**config.mk**
```make
export PLATFORM = sky130hd
export DESIGN_NAME = instruction_encoder
export DESIGN_NICKNAME = d
export VERILOG_FILES = /design/src/rtl/instr_pkg.sv /design/src/rtl/sync_fifo.sv /design/src/rtl/instruction_encoder.sv
export SDC_FILE = /design/constraint.sdc
export NUM_CORES = 1
export LEC_CHECK = 0
export BUFFER_PORTS_ARGS = -buffer_cell sky130_fd_sc_hd__clkbuf_2
export CAP_MARGIN = 15
export CORE_MARGIN = 2
export CORE_UTILIZATION = 33
export CTS_CLUSTER_DIAMETER = 30
export DETAILED_ROUTE_END_ITERATION = 6
export SLEW_MARGIN = 20
export SYNTH_ARGS = -nofsm -noshare
export SYNTH_HDL_FRONTEND = slang
export SYNTH_SLANG_ARGS = --single-unit
```
**constraint.sdc**
```tcl
create_clock -name clk -period 3.49 [get_ports clk]
set_input_delay 0.349 -clock clk [delete_from_list [all_inputs] [get_ports clk]]
set_output_delay 0.349 -clock clk [all_outputs]
set_load 0.005 [all_outputs]
```
**src/rtl/instr_pkg.sv**
```systemverilog
// instr_pkg: field widths, bit positions and format decode shared by the encoder and its decoder peers.
package instr_pkg;
    localparam int OPCODE_W = 5;
    localparam int REG_W = 4;
    localparam int IMM_W = 8;
    localparam int INSTR_W = 17;
    localparam int ADDR_W = 8;
    localparam int CNT_W = 9;
    localparam int OP_LSB = 12;
    localparam int F2_LSB = 8;
    localparam int F1_LSB = 4;
    localparam int F0_LSB = 0;
    localparam logic [OPCODE_W-1:0] R_TYPE_LIMIT = 5'd7;
    typedef enum logic [1:0] {FMT_R, FMT_I_HI, FMT_I_LO} fmt_e;
    typedef enum logic {ST_IDLE, ST_RUN} state_e;
    // Opcodes 7..15 fall through to the low I-type form.
    function automatic fmt_e decode_fmt(input logic [OPCODE_W-1:0] op);
        return (op < R_TYPE_LIMIT) ? FMT_R : (op[OPCODE_W-1] ? FMT_I_HI : FMT_I_LO);
    endfunction
endpackage

```
**src/rtl/sync_fifo.sv**
```systemverilog
// sync_fifo: small synchronous FIFO; data reads as zero while empty.
module sync_fifo #(
    parameter int WIDTH = 17,
    parameter int DEPTH = 2
) (
    input  logic             clk,
    input  logic             rst_n,
    input  logic             i_push,
    input  logic [WIDTH-1:0] i_data,
    input  logic             i_pop,
    output logic [WIDTH-1:0] o_data,
    output logic             o_full,
    output logic             o_empty
);
    localparam int AW = (DEPTH > 1) ? $clog2(DEPTH) : 1;
    logic [WIDTH-1:0] r_mem [DEPTH];
    logic [AW-1:0] r_wr, r_rd;
    logic [AW:0] r_cnt;
    logic w_we, w_re;
    function automatic logic [AW-1:0] ptr_inc(input logic [AW-1:0] p);
        return (p == AW'(DEPTH - 1)) ? '0 : p + 1'b1;
    endfunction
    assign w_we = i_push && !o_full;
    assign w_re = i_pop && !o_empty;
    assign o_full = (r_cnt == (AW + 1)'(DEPTH));
    assign o_empty = (r_cnt == '0);
    assign o_data = o_empty ? '0 : r_mem[r_rd];
    always_ff @(posedge clk) begin
        if (!rst_n) begin
            r_wr <= '0;
            r_rd <= '0;
            r_cnt <= '0;
        end else begin
            if (w_we) r_mem[r_wr] <= i_data;
            if (w_we) r_wr <= ptr_inc(r_wr);
            if (w_re) r_rd <= ptr_inc(r_rd);
            r_cnt <= r_cnt + (AW + 1)'(w_we) - (AW + 1)'(w_re);
        end
    end
endmodule

```
**src/rtl/instruction_encoder.sv**
```systemverilog
// instruction_encoder: packs instruction fields into 17-bit words and streams them to memory
// through a 2-entry FIFO, counting accepts and writes until the requested program length is loaded.
module instruction_encoder
    import instr_pkg::*;
(
    input  logic                clk,
    input  logic                rst_n,
    input  logic                start,
    input  logic [ADDR_W-1:0]   base_addr,
    input  logic [CNT_W-1:0]    count,
    output logic                busy,
    output logic                done,
    input  logic                in_valid,
    output logic                in_ready,
    input  logic [OPCODE_W-1:0] in_opcode,
    input  logic [REG_W-1:0]    in_rs,
    input  logic [REG_W-1:0]    in_rt,
    input  logic [REG_W-1:0]    in_rd,
    input  logic [IMM_W-1:0]    in_imm,
    output logic                mem_we,
    output logic [ADDR_W-1:0]   mem_addr,
    output logic [INSTR_W-1:0]  mem_wdata,
    input  logic                mem_ready,
    output logic                imm_err
);
    state_e r_state, w_state_next;
    logic [ADDR_W-1:0] r_addr;
    logic [CNT_W-1:0] r_count, r_accepted, r_written;
    logic r_done, r_imm_err, w_done_next;
    logic w_full, w_empty, w_push, w_pop, w_start_acc;
    fmt_e w_fmt;
    logic [INSTR_W-1:0] w_word;
    function automatic logic [INSTR_W-1:0] encode(
        input logic [OPCODE_W-1:0] op,
        input logic [REG_W-1:0]    rs,
        input logic [REG_W-1:0]    rt,
        input logic [REG_W-1:0]    rd,
        input logic [IMM_W-1:0]    imm
    );
        logic [INSTR_W-1:0] w;
        fmt_e f;
        f = decode_fmt(op);
        w[OP_LSB +: OPCODE_W] = op;
        w[F2_LSB +: REG_W] = (f == FMT_R) ? rs : ((f == FMT_I_HI) ? imm[REG_W-1:0] : rd);
        w[F1_LSB +: REG_W] = rt;
        w[F0_LSB +: REG_W] = (f == FMT_I_LO) ? imm[REG_W-1:0] : rd;
        return w;
    endfunction
    assign w_fmt = decode_fmt(in_opcode);
    assign w_word = encode(in_opcode, in_rs, in_rt, in_rd, in_imm);
    assign w_start_acc = start && (r_state == ST_IDLE);
    assign in_ready = (r_state == ST_RUN) && !w_full && (r_accepted < r_count);
    assign w_push = in_valid && in_ready;
    assign w_pop = !w_empty && mem_ready;
    assign busy = (r_state == ST_RUN);
    assign done = r_done;
    assign mem_we = !w_empty;
    assign mem_addr = r_addr;
    assign imm_err = r_imm_err;
    sync_fifo #(.WIDTH(INSTR_W), .DEPTH(2)) u_fifo (
        .clk     (clk),
        .rst_n   (rst_n),
        .i_push  (w_push),
        .i_data  (w_word),
        .i_pop   (w_pop),
        .o_data  (mem_wdata),
        .o_full  (w_full),
        .o_empty (w_empty)
    );
    always_comb begin
        w_state_next = r_state;
        w_done_next = 1'b0;
        if (r_state == ST_IDLE) begin
            w_state_next = (start && count != '0) ? ST_RUN : ST_IDLE;
            w_done_next = start && (count == '0);
        end else if (w_pop && (r_written + 1'b1 == r_count)) begin
            w_state_next = ST_IDLE;
            w_done_next = 1'b1;
        end
    end
    always_ff @(posedge clk) begin
        if (!rst_n) begin
            r_state <= ST_IDLE;
            r_done <= 1'b0;
            r_addr <= '0;
            r_count <= '0;
            r_accepted <= '0;
            r_written <= '0;
            r_imm_err <= 1'b0;
        end else begin
            r_state <= w_state_next;
            r_done <= w_done_next;
            if (w_start_acc) begin
                r_addr <= base_addr;
                r_count <= count;
                r_accepted <= '0;
                r_written <= '0;
                r_imm_err <= 1'b0;
            end else begin
                if (w_push) r_accepted <= r_accepted + 1'b1;
                if (w_pop) r_written <= r_written + 1'b1;
                if (w_pop) r_addr <= r_addr + 1'b1;
                if (w_push && w_fmt != FMT_R && in_imm[IMM_W-1:REG_W] != '0) r_imm_err <= 1'b1;
            end
        end
    end
endmodule

```
After elaboration in Yosys (flattened, before gate mapping)
Memories as Yosys holds them, arrays and structs flattened. A register that Yosys moved wholly into a read port is not among the register bits.
Index checks and enable logic that the tools add are counted.
W data, S select, Z words.

word-level totals
  bits in writable memories = 34
  flip-flop bits (word level) = 42
  logic and storage cells = 68
  output and inout bits = 30
  input bits = 47
  memories = 1

cells by class
  bitwise gates (word level) = 2
  reductions and logical operators = 22
  multiplexer cells = 20
  magnitude comparators = 2
  eq/ne operators = 4
  add/sub/neg operators = 7

memory list
  name          words  width  read ports  clocked after memory_dff  write ports  RTL line         text
  u_fifo.r_mem  2      17     1           1                         1            sync_fifo.sv:16  logic [WIDTH-1:0] r_mem [DEPTH];

operator list
  kind                   count
  $add A9 B1 Y9 const B  2
  $mux W17               1
  $mux W8                2
  $logic_and A1 B1 Y1    12
  $mux W1                12
  $mux W4                3
  $eq A9 B9 Y1           1
  $logic_not A9 Y1       1
  $lt A9 B9 Y1           1
  $reduce_bool A9 Y1     1
  $add A8 B1 Y8 const B  1
  $lt A5 B3 Y1 const B   1
  $eq A2 B2 Y1 const B   2
  $logic_not A2 Y1       2
  $mux W2                2
  $reduce_bool A2 Y1     2
  $reduce_bool A4 Y1     1
  $add A1 B1 Y1 const B  2
  $add A2 B1 Y2          1
  $eq A2 B1 Y1 const B   1
  $logic_not A1 Y1       2
  $not A1 Y1             2
  $reduce_or A2 Y1       1
  $sub A2 B1 Y2          1

Longest topological paths before layout
  depth in word-level cells = 9
  gate-level depth with buffers = 9

By module
Synthesis repeated with hierarchy kept, for this count alone.

unflattened totals
  cells, all modules = 385
  area total of the unflattened synthesis = 3905.0 µm²

modules (own cells, without submodules)
  module               cells an instance  seq. area each (µm²)  area an instance (µm²)  instances
  instruction_encoder  286                760.7                 2344.7                  1
  sync_fifo            99                 1121.1                1560.2                  1

Worst setup path before layout
No wires, ideal clock.

  path type = reg2reg
  start = register r_count[6]
  end = memory u_fifo.r_mem[0][0] (enable)
  buffers on the path = 1
  required time = 3100 ps
  setup time = 390 ps
  data arrival time = 2462 ps
  stages on the path, launching flop included = 10
  period minus slack after synthesis = 2852 ps
  slack = 638 ps
  path through = dfxtp_1 inv_1 ha_1 a21o_1 a21oi_1 o2111ai_1 a211oi_1 buf_2 nand2_1 nor2_1

between the ends
  word-level cells in the longest chain between the ends = 7

RTL lines
  item                           RTL line                   text
  start: declaration             instruction_encoder.sv:28  logic [CNT_W-1:0] r_count, r_accepted, r_written;
  start signal: assignment       instruction_encoder.sv:95  r_count <= count;
  $lt A9 B9 Y1                   instruction_encoder.sv:52  assign in_ready = (r_state == ST_RUN) && !w_full && (r_accepted < r_count);
  $logic_and A1 B1 Y1            instruction_encoder.sv:52
  $logic_and A1 B1 Y1            instruction_encoder.sv:53  assign w_push = in_valid && in_ready;
  $logic_and A1 B1 Y1            sync_fifo.sv:23            assign w_we = i_push && !o_full;
  $mux W1                        sync_fifo.sv:34            if (w_we) r_mem[r_wr] <= i_data;
  $mux W1                        sync_fifo.sv:29            if (!rst_n) begin
  $mux W1 (implied by the code)  sync_fifo.sv:34
  end: declaration               sync_fifo.sv:16

No other way between the ends.

Final worst setup path
  start = register r_count[6]
  end = register r_accepted[8]

between the ends
  word-level cells in the longest chain between the ends = 3

RTL lines
  item                    RTL line                    text
  $lt A9 B9 Y1            instruction_encoder.sv:52
  $logic_and A1 B1 Y1     instruction_encoder.sv:52
  $logic_and A1 B1 Y1     instruction_encoder.sv:53
  end signal: assignment  instruction_encoder.sv:100  if (w_push) r_accepted <= r_accepted + 1'b1;
  end: declaration        instruction_encoder.sv:28

No other way between the ends.
A chain may end at the register's enable or synchronous reset.

==> flow_summary.json <==
{
  "min_period_over_period": 0.712,
  "hpwl_um": 6460,
  "gr-total-overflow": 0,
  "crit_type": "flop to flop",
  "wl_um": 8600,
  "drv_slew": 0,
  "final_util": 0.411,
  "first_pass_iters": 4,
  "die_h_um": 111,
  "min_from": "in_rt[0]",
  "path_max_fanout": 14,
  "htreeDepth": 3,
  "coreArea_sq_mm": 0.0113,
  "dr.first_iter.drc_count": 146,
  "dieWidth_um": 111,
  "ir_drop_mv": 0.286,
  "clock_latency_ns": 0.34,
  "max-slew-margin-rel": 0.350,
  "r2r-start": "r_count[6]",
  "synth_area_sq_mm": 0.00380,
  "first_global_vias": 3023,
  "ant_nets": 0,
  "finalHoldViolCount": 0,
  "rsz0062_at_grt": "false",
  "worst_pin_slew_ns": 0.973,
  "layout-drive-gt1-share": 0.228,
  "globalplace.congestion": 0.818,
  "dieArea_sq_mm": 0.0124,
  "grt_pass1_wl_um": 14100,
  "cts_made_buffers": 9,
  "cts_repair_resize_count": 0,
  "tns_ns": 0,
  "power.leakage_nw": 1.87,
  "timing.final.ws_setup_ns": 1.00,
  "area_growth_pct": 22.3,
  "drv_cap": 0,
  "rows": 39,
  "clock.fmax_mhz": 402,
  "postCtsHoldBufs": 0,
  "place_ws_ns": 1.03,
  "synthArstFlopShare": 0,
  "ys.warnings.count": 0,
  "cts_tree": "done",
  "fill_cells": 1120,
  "cp.required_ns": 3.76,
  "status": "finished clean",
  "io_buffers": 76,
  "final_cell_area_sq_mm": 0.00465,
  "cts.sinks": 77,
  "ys_ff_latch": 77,
  "final-setup-viol-count": 0,
  "critical_path_arrival_ns": 2.75,
  "root_buffer": "clkbuf_16",
  "clock_skew_ns": 0.00663,
  "p_per_area_mw_per_mm2": 562,
  "start_util": 0.336,
  "dr_total_vias": 3020,
  "hold_path_class": "primary input to flop",
  "crit_path_start_kind": "flop",
  "period_needed_ns": 2.49,
  "dpl_cell_area_sq_mm": 0.00434,
  "seq_area_frac_synth": 0.495,
  "cts_setup_buffers": 0,
  "cp-end-kind": "flop",
  "nNetsFinal": 528,
  "synthesis.nets": 452,
  "synth.distinct_cells": 44,
  "track_usage": 0.142,
  "antenna_found_initial": 0,
  "wl_per_cell_um": 13.9,
  "cts_max_path_buffers": 2,
  "viasPerCell": 4.89,
  "grt_max_degree": 27,
  "ios": 77,
  "ys.flop_type": "dfxtp_1",
  "drc": 0,
  "postSynthCellCount": 393,
  "path_clk_slew_ns": 0.06,
  "avgSynthCellArea_sq_um": 9.68,
  "antennaDiodeCount": 0,
  "synth-edff-count": 34,
  "crit_start": "r_count[6]"
}
-- final timing paths --
check	to	slack, ns	cells past startpoint
max	r_accepted[8]	1.00	8
min	u_fifo.r_mem[0][4]	0.20	1
max reg2reg	r_accepted[8]	1.00	8
min reg2reg	r_count[1]	0.49	2
-- worst max-delay path: stages, from the launching register on --
cell	delay, ns
dfxtp_1	0.39
inv_1	0.06
ha_1	0.31
a21o_1	0.18
a21oi_1	0.17
o2111ai_1	0.15
a211o_1	0.46
or4_1	0.55
a21oi_1	0.15
-- power breakdown --
part           switching [mW]  total [mW]  leakage [nW]  internal (mW)
registers              0.0804        1.08         0.658          0.998
clock network           0.384       0.949         0.149          0.564
logic                   0.314       0.588          1.06          0.274
-- state kept, by name (all words and copies together) (netlist names), named ones only --
name          flops
u_fifo.r_wr       1
r_count           9
r_accepted        9
imm_err           1
done              1
r_written         9
u_fifo.r_cnt      2
mem_addr          8
u_fifo.r_mem     34
u_fifo.r_rd       1
busy              1
-- cell families after synthesis --
| logic type | synth area share |
|---|---|
| adder cells (fa/ha/maj) | 0.0395 |
| flip-flops | 0.495 |
| AO/OA/AOI/OAI | 0.120 |
| buffers and inverters | 0.0322 |
| XOR/XNOR | 0.0658 |
| AND/OR/NAND/NOR | 0.180 |
| multiplexers | 0.0671 |
-- Yosys cell counts, types with 6 or more instances --
cell type,count,area [sq um]
xor2_1,13,114
a21boi_0,6,45.0
nand2b_1,6,37.5
clkbuf_1,14,52.6
edfxtp_1,34,1020
nand2_1,56,210
inv_1,14,52.6
ha_1,12,150
nand3_1,11,55.1
nand4_1,8,50.1
a21oi_1,22,110
dfxtp_1,43,861
mux2i_1,21,210
xnor2_1,13,114
o211a_1,6,60.1
nor2_1,49,184
o21ai_0,15,75.1
-- area by class of cell --
cell class / instances / area (sq um) / area share
Clock buffer: 9 / 225 / 0.0484
Clock inverter: 7 / 80.1 / 0.0172
Inverter: 14 / 52.6 / 0.0113
Multi-Input combinational cell: 284 / 1800 / 0.387
Sequential cell: 77 / 1880 / 0.405
Tap cell: 143 / 179 / 0.0385
Timing Repair Buffer: 83 / 433 / 0.0931
-- through the flow --
| stage | power [mW] | hold WS, ns | instances |
|---|---|---|---|
| after detailed placement | 1.69 | 0.481 | 601 |
| after global placement | 1.68 | 0.482 | 601 |
| after floorplan | 1.43 | 0.448 | 393 |
| final | 2.61 | 0.200 | 617 |
| after CTS | 2.64 | 0.193 | 617 |
| after global routing | 2.76 | 0.201 | 617 |
-- routing by layer --
metal  GRT usage  up-vias  share of wire
li1            -     1525              -
met1       0.180     1391           0.48
met2       0.230       92           0.44
met3      0.0501       12          0.070
met4      0.0436        0          0.013
met5           0        -              0
-- cell usage in the layout, fill, tap and decap left out, types with 3 or more instances in the layout --
cell type,netlist,routed
a211oi_1,3,3
a21boi_0,6,6
a21o_1,3,3
a21oi_1,22,22
a31o_2,3,3
and3_1,4,4
buf_4,0,7
clkbuf_16,0,9
clkbuf_2,0,76
dfxtp_1,43,43
edfxtp_1,34,34
ha_1,12,12
inv_1,14,14
inv_6,0,3
mux2_2,4,4
mux2i_1,21,21
nand2_1,56,56
nand2b_1,6,6
nand3_1,11,11
nand4_1,8,8
nor2_1,49,49
o211a_1,6,6
o21ai_0,15,15
or3_1,4,4
xnor2_1,13,13
xor2_1,13,13
(Power assumes the default switching activity.)
